**config.mk**
```make
export PLATFORM = sky130hd
export DESIGN_NAME = if_stage
export DESIGN_NICKNAME = d
export VERILOG_FILES = /design/src/rtl/if_stage.sv
export SDC_FILE = /design/constraint.sdc
export NUM_CORES = 1
export LEC_CHECK = 0
export CAP_MARGIN = 20
export CORE_MARGIN = 1
export CORE_UTILIZATION = 45
export CTS_CLUSTER_DIAMETER = 120
export CTS_CLUSTER_SIZE = 30
export DETAILED_ROUTE_END_ITERATION = 8
export PLACE_DENSITY = 0.88
export SLEW_MARGIN = 0
export SYNTH_ARGS = -nofsm -noshare
export SYNTH_HDL_FRONTEND = slang
export SYNTH_SLANG_ARGS = --single-unit
```
**constraint.sdc**
```tcl
create_clock -name clk -period 4.1 [get_ports clk]
set_input_delay 0.615 -clock clk [delete_from_list [all_inputs] [get_ports clk]]
set_output_delay 0.615 -clock clk [all_outputs]
set_load 0.02 [all_outputs]
```
**src/rtl/if_stage.sv**
```systemverilog
// Instruction-fetch stage: issues one SRAM read at a time, hands {pc, inst}
// to decode, and picks the next PC from the branch bus at the handoff edge.
module if_stage #(
  parameter logic [31:0] RESET_PC        = 32'hBFC0_0000,
  parameter int          FS_TO_DS_BUS_WD = 64,
  parameter int          BR_BUS_WD       = 33
) (
  input  logic                       clk,
  input  logic                       reset,
  input  logic                       ds_allowin,
  input  logic [BR_BUS_WD-1:0]       br_bus,
  output logic                       fs_to_ds_valid,
  output logic [FS_TO_DS_BUS_WD-1:0] fs_to_ds_bus,
  output logic                       inst_sram_req,
  output logic [31:0]                inst_sram_addr,
  input  logic                       inst_sram_addr_ok,
  input  logic                       inst_sram_data_ok,
  input  logic [31:0]                inst_sram_rdata
);

  typedef enum logic [1:0] {INIT, REQ, WAIT, FULL} state_t;

  state_t      state_reg;
  logic [31:0] fs_pc_reg;
  logic [31:0] fs_inst_reg;

  logic        br_taken;
  logic [31:0] br_target;
  logic [31:0] pc_next;
  logic        handoff;
  logic [31:0] bus_inst;

  assign br_taken  = br_bus[BR_BUS_WD-1];
  assign br_target = br_bus[31:0];

  // Branch bus only matters at the handoff edge; stale values during a
  // decode stall never reach the PC register.
  assign pc_next = br_taken ? br_target : fs_pc_reg + 32'd4;

  // Request is a pure function of state, so req/addr stay stable until addr_ok.
  assign inst_sram_req  = (state_reg == REQ);
  assign inst_sram_addr = fs_pc_reg;
  assign fs_to_ds_bus   = {fs_pc_reg, bus_inst};

  // Decode-side handshake: bypass SRAM data in WAIT, replay the buffer in FULL.
  always_comb begin
    fs_to_ds_valid = 1'b0;
    handoff        = 1'b0;
    bus_inst       = fs_inst_reg;
    case (state_reg)
      WAIT: begin
        fs_to_ds_valid = inst_sram_data_ok;
        bus_inst       = inst_sram_rdata;
        handoff        = inst_sram_data_ok && ds_allowin;
      end
      FULL: begin
        fs_to_ds_valid = 1'b1;
        handoff        = ds_allowin;
      end
      default: ;
    endcase
  end

  // Fetch FSM with PC and instruction buffer; one outstanding request at most.
  always_ff @(posedge clk or negedge reset) begin
    if (!reset) begin
      state_reg   <= INIT;
      fs_pc_reg   <= RESET_PC;
      fs_inst_reg <= 32'b0;
    end else begin
      case (state_reg)
        INIT: state_reg <= REQ;
        REQ: begin
          if (inst_sram_addr_ok) state_reg <= WAIT;
        end
        WAIT: begin
          if (inst_sram_data_ok) begin
            if (handoff) begin
              state_reg <= REQ;
              fs_pc_reg <= pc_next;
            end else begin
              fs_inst_reg <= inst_sram_rdata;
              state_reg   <= FULL;
            end
          end
        end
        FULL: begin
          if (handoff) begin
            state_reg <= REQ;
            fs_pc_reg <= pc_next;
          end
        end
        default: state_reg <= INIT;
      endcase
    end
  end

endmodule

```
==> results.cfg, run 1 <==
[status]
status = completed

[final_layout]
drive_gt1_share_pct = 19.6
antenna_cells = 0
area_growth_pct = 40.3
fin_nets = 611
fin_cells = 650

[cts]
clock-sinks = 66
ctsLongestPathBuffers = 2
clock_latency_ps = 340
cts_tree = done
clk_pin_slew_ps = 80
ctsResizeCount = 0
cts_buffers = 9
htreeDepth = 3
root_buffer = clkbuf_8
cts_setup_buffers = 0
ctsHoldBuffers = 0

[pwr]
power_density_nw_per_um2 = 738
p_leak_nw = 2.27
intPower_w = 0.00246
p_comb_share_pct = 57.2
swShare_pct = 42.0
ir_drop_mv = 0.432
clock_power_share_pct = 11.9
p_sw_w = 0.00178
seq_power_share_pct = 30.9

[place]
globalplace.congestion = 0.871
dpl.hpwl_microns = 8200
io_buffers = 167
place_inst = 634

[sta]
finClkSkew_ps = 10.8
maxSlewHeadroom_pct = 32.9
timing.final.max_slew_violations = 0
rsz0062_at_grt = false
worst_hold_slack_ps = 359
fmax_mhz = 323
worstMarginPinSlew_ps = 1010
finalSetupTns_ps = 0
final_hold_viol_count = 0
report.final.setup_viol = 0
fin_crit_ps = 3100
fin_crit_sh_pct = 75.6

[global_route]
grt_use_total_pct = 24.2
antenna_found_initial = 0
grt_pass1_vias = 3643
grt_overflow_total = 0
grt_pass1_wl_microns = 18600
grt_max_degree = 60

[floorplan]
die_w_microns = 97.4
die-area_sq_um = 9480
start_util_pct = 46.7
die_h_microns = 97.4
pin_count = 168
coreArea_sq_um = 8760
row_count = 34

[logic_synthesis]
ys_async_sr_fraction_pct = 100
synth_ff_type = dfrtp_1
synth_nets = 488
ys_warn_count = 0
syn-mean-instance-area_sq_um = 9.89
synth.distinct_cells = 48
syn_area_sq_um = 4090
yosys.area.top_type_share_pct = 34.9
netlist_instances = 414
synth-seq-cells = 66
ys_top_cells_by_area = dfrtp_1 35%, mux2_2 18%, buf_4 6.2%, dfstp_2 5.8%, o21ai_0 3.2%
yosysSeqAreaShare_pct = 40.6
synth_edf_count = 0
yosysTopAreaCell = dfrtp_1

[run]
maxCapViolCount = 0

[detailed_routing]
vias = 3784
drc = 0
dr.pass1.iters = 5
routed_wl_microns = 11300
wl_per_cell_microns = 17.3
drtIter0Drc = 197
viasPerCell = 5.82
ant_nets = 0

[min_path]
min_path_type = input pin to async pin

[setup_path]
critPathLaunchType = flop
path_class = flop to primary output
crit_fanout = 32
end_kind = primary output
crit_required_ps = 3480
arrival_ps = 2490
## layer usage
| layer | global-route usage [%] | wire length, microns | vias to the layer above |
|---|---|---|---|
| li1 | - | - | 1752 |
| met1 | 31.4 | 4400 | 1847 |
| met2 | 40.8 | 5840 | 161 |
| met3 | 3.74 | 778 | 24 |
| met4 | 8.48 | 238 | 0 |
| met5 | 0 | 0 | - |
## cell usage in the layout (no fill, tap or decap), types with 5 or more instances in the layout
master / count
o21ai_0: 26
nand4_1: 11
buf_4: 5
nor2_1: 25
dfrtp_1: 57
a22oi_1: 5
nor3_1: 9
inv_1: 7
a21oi_1: 16
nor4_1: 9
and4_1: 5
nand3_1: 13
nand2_1: 24
mux2_2: 67
and3_1: 11
a31oi_1: 5
clkbuf_8: 9
dfstp_2: 9
clkdlybuf4s50_1: 165
a311oi_1: 5
## through the flow
step / instance area (sq um) / util (%) / setup WS [ps] / power (W)
finish: 5740 / 65.5 / 1000 / 0.00424
global route: 5740 / 65.5 / 867 / 0.00448
CTS: 5740 / 65.5 / 969 / 0.00427
detailed placement: 5560 / 63.5 / 1330 / 0.00375
global placement: 5560 / 63.5 / 1360 / 0.00367
floorplan: 4090 / - / 1990 / 0.00275
## power by group through the flow
| stage | Sequential, W | Clock [W] | Combinational [W] |
|---|---|---|---|
| after global placement | 0.00128 | 0 | 0.00238 |
| after floorplan | 0.00138 | 0 | 0.00137 |
| after global routing | 0.00137 | 0.000554 | 0.00256 |
| after detailed placement | 0.00132 | 0 | 0.00243 |
| final | 0.00131 | 0.000506 | 0.00242 |
| after CTS | 0.00131 | 0.000516 | 0.00245 |
## cell families (layout without fill, tap and decap cells)
group                    count (synthesis)  in the layout  share of synthesized area (%)
AND/OR/NAND/NOR                        126            126                           16.9
AO/OA/AOI/OAI                           81             81                           12.7
multiplexers                            69             69                           18.9
flip-flops                              66             66                           40.6
buffers and inverters                   68            196                           9.60
adder cells (fa/ha/maj)                  4              4                           1.22
## synth_stat cells, drive strengths merged, types with 5 or more instances
cell / number
nor2: 25
o21ai: 26
and4: 5
buf: 45
clkbuf: 15
dfstp: 9
and3: 13
nor3: 9
nor4: 11
nand3: 13
nand2: 24
a311oi: 5
dfrtp: 57
a21oi: 16
a22oi: 5
a31oi: 5
mux2: 67
nand4: 12
inv: 7
## critical path, stage by stage, from the launching register on
cell             delay [ps]
dfrtp_1                 410
inv_1                    70
ha_1                    280
buf_4                   430
mux2_2                  390
clkdlybuf4s50_1         560
## layout make-up
class | instances | area [sq um]
Sequential cell | 66 | 1660
Timing Repair Buffer | 172 | 1700
Fill cell | 708 | 3020
Clock buffer | 9 | 124
Inverter | 8 | 30.0
Tap cell | 108 | 135
Multi-Input combinational cell | 280 | 2040
Clock inverter | 7 | 53.8
## final timing paths
| kind | startpoint | end | slack (ps) | cells past startpoint |
|---|---|---|---|---|
| setup / recovery | state_reg[0] | fs_to_ds_bus[13] | 1000 | 5 |
| max in group asynchronous | reset | inst_sram_addr[31] | 2770 | 2 |
| min in group clk | fs_inst_reg[2] | fs_inst_reg[2] | 510 | 1 |
| hold / removal | reset | fs_inst_reg[28] | 360 | 1 |
| hold reg to reg | fs_inst_reg[2] | fs_inst_reg[2] | 510 | 1 |
| setup reg to reg | state_reg[0] | inst_sram_addr[29] | 1660 | 7 |
(Power assumes the default switching activity.)
==> run 2: changes to the inputs <==
--- a/config.mk
+++ b/config.mk
@@ -7,11 +7,11 @@
 export LEC_CHECK = 0
 export CAP_MARGIN = 20
 export CORE_MARGIN = 1
-export CORE_UTILIZATION = 45
+export CORE_UTILIZATION = 44
 export CTS_CLUSTER_DIAMETER = 120
 export CTS_CLUSTER_SIZE = 30
 export DETAILED_ROUTE_END_ITERATION = 8
-export PLACE_DENSITY = 0.88
+export PLACE_DENSITY = 0.87
 export SLEW_MARGIN = 0
 export SYNTH_ARGS = -nofsm -noshare
 export SYNTH_HDL_FRONTEND = slang
==> constraint.sdc (replaced) <==
create_clock -name clk -period 2.9 [get_ports clk]
set_input_delay 0.435 -clock clk [delete_from_list [all_inputs] [get_ports clk]]
set_output_delay 0.435 -clock clk [all_outputs]
set_load 0.02 [all_outputs]
==> results.cfg, run 2 (synthesized netlist as in run 1, its figures left out) <==
[status]
status = finished with violations
violations = DRC

[place]
dpl_worst_slack_ps = 609
io_buffers = 167
dpl.hpwl_microns = 8530
globalplace.congestion = 0.839

[floorplan]
die_w_microns = 98.4
start_util_pct = 46.3
coreArea_sq_um = 8850
die_h_microns = 98.4
die-area_sq_um = 9690
row_count = 34
pin_count = 168

[detailed_routing]
ant_nets = 0
routed_wl_microns = 11700
wl_per_cell_microns = 17.9
viasPerCell = 5.82
drc = 9
vias = 3805
dr.pass1.iters = 7
drtIter0Drc = 264

[cts]
cts_tree = done
root_buffer = clkbuf_8
cts_setup_buffers = 0
ctsLongestPathBuffers = 2
clock_latency_ps = 330
ctsResizeCount = 0
cts_buffers = 9
htreeDepth = 3
clock-sinks = 66
clk_pin_slew_ps = 70
ctsHoldBuffers = 0

[sta]
worst_hold_slack_ps = 121
finalSetupTns_ps = 0
fin_crit_sh_pct = 89.6
final_hold_viol_count = 0
timing.final.max_slew_violations = 0
finClkSkew_ps = 8.38
rsz0062_at_grt = false
worst_slack_ps = 300
fmax_mhz = 385
maxSlewHeadroom_pct = 56.8
worstMarginPinSlew_ps = 647
fin_crit_ps = 2600
report.final.setup_viol = 0

[setup_path]
crit_required_ps = 2470
slowest_stage = clkdlybuf4s50_1
path_class = flop to primary output
cp_slowest_stage_delay_ps = 560
critPathTopFamily = buffers and inverters
path_cells = inv_1 > ha_1 > buf_12 > mux2_2 > clkdlybuf4s50_1
crit_fanout = 37
arrival_ps = 2160
critPathLaunchType = flop
worstPathBufferInverterCount = 3
crit_start = state_reg[0]
worstReg2RegStart = state_reg[0]
end_kind = primary output

[final_layout]
utilization_pct = 65.6
layout_commonest_cell = clkdlybuf4s50_1
nFillCells = 714
area_growth_pct = 41.8
fin_nets = 615
layout_common_cells = 165 x clkdlybuf4s50_1, 67 x mux2_2, 57 x dfrtp_1
drive_gt1_share_pct = 20.0
antenna_cells = 0

[global_route]
grt_use_total_pct = 24.3
antenna_found_initial = 0
grt_pass1_vias = 3763
grt_overflow_total = 0
grt_max_degree = 48
grt_pass1_wl_microns = 18700

[pwr]
swShare_pct = 41.1
p_sw_w = 0.00249
clock_power_share_pct = 12.3
ir_drop_mv = 0.475
power_density_nw_per_um2 = 1050
intPower_w = 0.00358
seq_power_share_pct = 30.4
p_comb_share_pct = 57.3
p_leak_nw = 2.31

[min_path]
min_path_type = input pin to async pin

[run]
maxCapViolCount = 0
-- run 2: metrics by stage --
| stage | cell area [sq um] | power, W | cells |
|---|---|---|---|
| final | 5800 | 0.00607 | 654 |
| after CTS | 5800 | 0.00610 | 654 |
| after global routing | 5800 | 0.00640 | 654 |
| after detailed placement | 5620 | 0.00533 | 638 |
| after floorplan | 4090 | 0.00389 | 414 |
| after global placement | 5620 | 0.00522 | 638 |
-- run 2: area by class of cell --
| class | count | area, sq um | share of cell area [%] |
|---|---|---|---|
| clock buffers | 10 | 128 | 2.20 |
| inverters | 8 | 30.0 | 0.517 |
| multi-input cells | 280 | 2040 | 35.1 |
| flip-flops and latches | 66 | 1660 | 28.6 |
| clock inverters | 6 | 57.6 | 0.992 |
| well taps | 108 | 135 | 2.33 |
| repair buffers | 176 | 1750 | 30.2 |
-- run 2: power by group through the flow --
stage	sequential [W]	clock [W]	combinational, W
final	0.00185	0.000744	0.00348
after global routing	0.00193	0.000802	0.00367
after CTS	0.00184	0.000768	0.00350
after detailed placement	0.00185	0	0.00348
after global placement	0.00181	0	0.00341
after floorplan	0.00195	0	0.00194
-- run 2: final timing paths --
check / endpoint / slack (ps) / depth (start not counted)
setup / recovery: fs_to_ds_bus[16] / 300 / 5
hold reg to reg: fs_inst_reg[21] / 510 / 1
setup reg to reg: inst_sram_addr[1] / 630 / 7
min in group clk: fs_inst_reg[21] / 510 / 1
hold / removal: fs_inst_reg[24] / 120 / 1
max in group asynchronous: inst_sram_addr[27] / 2060 / 2
-- run 2: metal layers --
metal	GRT usage, %	part of all wire (%)
met1	29.3	39
met2	42.7	52
met3	4.26	6.9
met4	10.2	2.4
met5	0	0
==> run 3: changes to the inputs <==
--- a/config.mk
+++ b/config.mk
@@ -5,13 +5,14 @@
 export SDC_FILE = /design/constraint.sdc
 export NUM_CORES = 1
 export LEC_CHECK = 0
+export ABC_AREA = 1
 export CAP_MARGIN = 20
 export CORE_MARGIN = 1
 export CORE_UTILIZATION = 44
 export CTS_CLUSTER_DIAMETER = 120
 export CTS_CLUSTER_SIZE = 30
 export DETAILED_ROUTE_END_ITERATION = 8
-export PLACE_DENSITY = 0.87
+export PLACE_DENSITY = 0.86
 export SLEW_MARGIN = 0
 export SYNTH_ARGS = -nofsm -noshare
 export SYNTH_HDL_FRONTEND = slang
==> results.cfg, run 3 <==
[sta]
final_hold_viol_count = 0
finClkSkew_ps = 13.9
timing.final.max_slew_violations = 0
worstMarginPinSlew_ps = 759
rsz0062_at_grt = false
report.final.setup_viol = 0
fin_crit_ps = 2670
finalSetupTns_ps = 0
fin_crit_sh_pct = 92.2
maxSlewHeadroom_pct = 49.4
fmax_mhz = 374

[logic_synthesis]
yosysTopAreaCell = dfrtp_1
ys_warn_count = 0
ys_top_cells_by_area = dfrtp_1 33%, nand2_1 17%, o21ai_0 8.8%, inv_1 6.3%, nor2_1 6.1%
yosys.area.top_type_share_pct = 33.5
netlist_instances = 628
synth.distinct_cells = 30
synth_edf_count = 0
yosysMostFrequentCell = nand2_1
syn-mean-instance-area_sq_um = 6.78
ys_async_sr_fraction_pct = 100
synthTopCellsByCount = 189 x nand2_1, 75 x o21ai_0, 71 x inv_1
synth-seq-cells = 66
synth_ff_type = dfrtp_1
syn_area_sq_um = 4260
yosysSeqAreaShare_pct = 39.0
synth_nets = 702

[cts]
cts_buffers = 9
root_buffer = clkbuf_8
clock_latency_ps = 340
htreeDepth = 3
clk_pin_slew_ps = 70
ctsHoldBuffers = 0
ctsLongestPathBuffers = 2
cts_tree = done
clock-sinks = 66

[pwr]
p_comb_share_pct = 56.5
clock_power_share_pct = 14.9
seq_power_share_pct = 28.6
swShare_pct = 43.7
p_leak_nw = 2.71
p_sw_w = 0.00289
ir_drop_mv = 0.596
intPower_w = 0.00372
total_power_w = 0.00660
power_density_nw_per_um2 = 1090

[final_layout]
nFillCells = 786
utilization_pct = 64.8
layout_commonest_cell = nand2_1
fin_nets = 830
drive_gt1_share_pct = 7.23
layout_common_cells = 189 x nand2_1, 166 x clkdlybuf4s50_1, 75 x o21ai_0
area_growth_pct = 41.9

[detailed_routing]
wl_per_cell_microns = 13.3
routed_wl_microns = 11800
ant_nets = 0
viasPerCell = 5.01
vias = 4464
dr.pass1.iters = 4
drc = 0
drtIter0Drc = 152

[place]
io_buffers = 167
globalplace.congestion = 0.879
dpl.hpwl_microns = 8710

[setup_path]
crit_fanout = 63
r2r_slack_ps = 730
crit_required_ps = 2470
arrival_ps = 2240
timing.rr.end = inst_sram_addr[10]
rr_worst_depth = 9
path_class = flop to primary output
worstReg2RegStart = state_reg[0]
path_cells = inv_1 > ha_2 > inv_6 > nand2_1 > o21ai_0 > clkdlybuf4s50_1
critPathTopFamily = buffers and inverters
slowest_stage = clkdlybuf4s50_1
critPathLaunchType = flop
end_kind = primary output
worstPathBufferInverterCount = 3
cp_slowest_stage_delay_ps = 660

[floorplan]
coreArea_sq_um = 9330
pin_count = 168
die_w_microns = 100
row_count = 35
start_util_pct = 45.7
die-area_sq_um = 10100
die_h_microns = 100

[global_route]
grt_overflow_total = 0
grt_pass1_vias = 4336
grt_max_degree = 64
grt_pass1_wl_microns = 19600
antenna_found_initial = 0
grt_use_total_pct = 24.3

[status]
status = completed

[min_path]
min_path_type = input pin to async pin

[run]
maxCapViolCount = 0
## run 3: cells by family (layout without fill, tap and decap cells)
logic type / Yosys count / after routing / share of synthesized area (%)
other cells: 0 / 1 / 0
buf+inv: 129 / 262 / 15.0
fa+ha+maj: 4 / 4 / 1.17
simple gates: 325 / 325 / 31.4
xor+xnor: 2 / 2 / 0.411
compound gates: 102 / 102 / 13.0
flops: 66 / 66 / 39.0
## run 3: worst max-delay path by stage
stage	depth (start not counted)	slack, ps	to	start
global route	6	70	fs_to_ds_bus[16]	state_reg[0]
global placement	6	570	fs_to_ds_bus[16]	state_reg[0]
finish	6	230	fs_to_ds_bus[16]	state_reg[0]
detailed placement	6	480	fs_to_ds_bus[16]	state_reg[0]
floorplan	6	1020	fs_to_ds_bus[29]	state_reg[0]
CTS	6	100	fs_to_ds_bus[16]	state_reg[0]
## run 3: power by group through the flow
stage,Clock [W],Sequential [W],Combinational (W)
6_report,0.000981,0.00189,0.00373
5_1_grt,0.00103,0.00195,0.00404
2_1_floorplan,0,0.00203,0.00208
3_5_place_dp,0,0.00188,0.00373
3_3_place_gp,0,0.00187,0.00364
4_1_cts,0.000992,0.00188,0.00375
## run 3: metal layers
metal  track usage, %  vias up  share of wire [%]
li1                 -     2200                  -
met1             28.6     2000                 40
met2             41.3      227                 47
met3             5.36       37                9.1
met4             13.3        0                3.3
met5                0        -                  0
## run 3: final cells by class
| type | count | area (sq um) | share of cell area [%] |
|---|---|---|---|
| Multi-Input combinational cell | 433 | 1970 | 32.5 |
| Timing Repair Buffer | 172 | 1720 | 28.4 |
| Sequential cell | 66 | 1660 | 27.5 |
| Inverter | 74 | 283 | 4.68 |
| Tap cell | 129 | 161 | 2.67 |
| Clock buffer | 11 | 151 | 2.50 |
| Clock inverter | 5 | 100 | 1.66 |
| Antenna cell | 1 | 2.50 | 0.0414 |
## run 3: through the flow
step                      hold WS (ps)  std cells  area (sq um)  setup slack, ps
after floorplan                    139        628          4260             1020
after global placement             465        874          5790              567
after detailed placement           478        874          5790              483
after CTS                          184        890          6040              103
after global routing               224        890          6040             67.9
final                              166        891          6040              226
## run 3: repair_timing
action | CTS | global route
setup buffers | 0 | 0
gates resized for setup | 0 | 1
endpoints found under the setup margin | 0 | 13
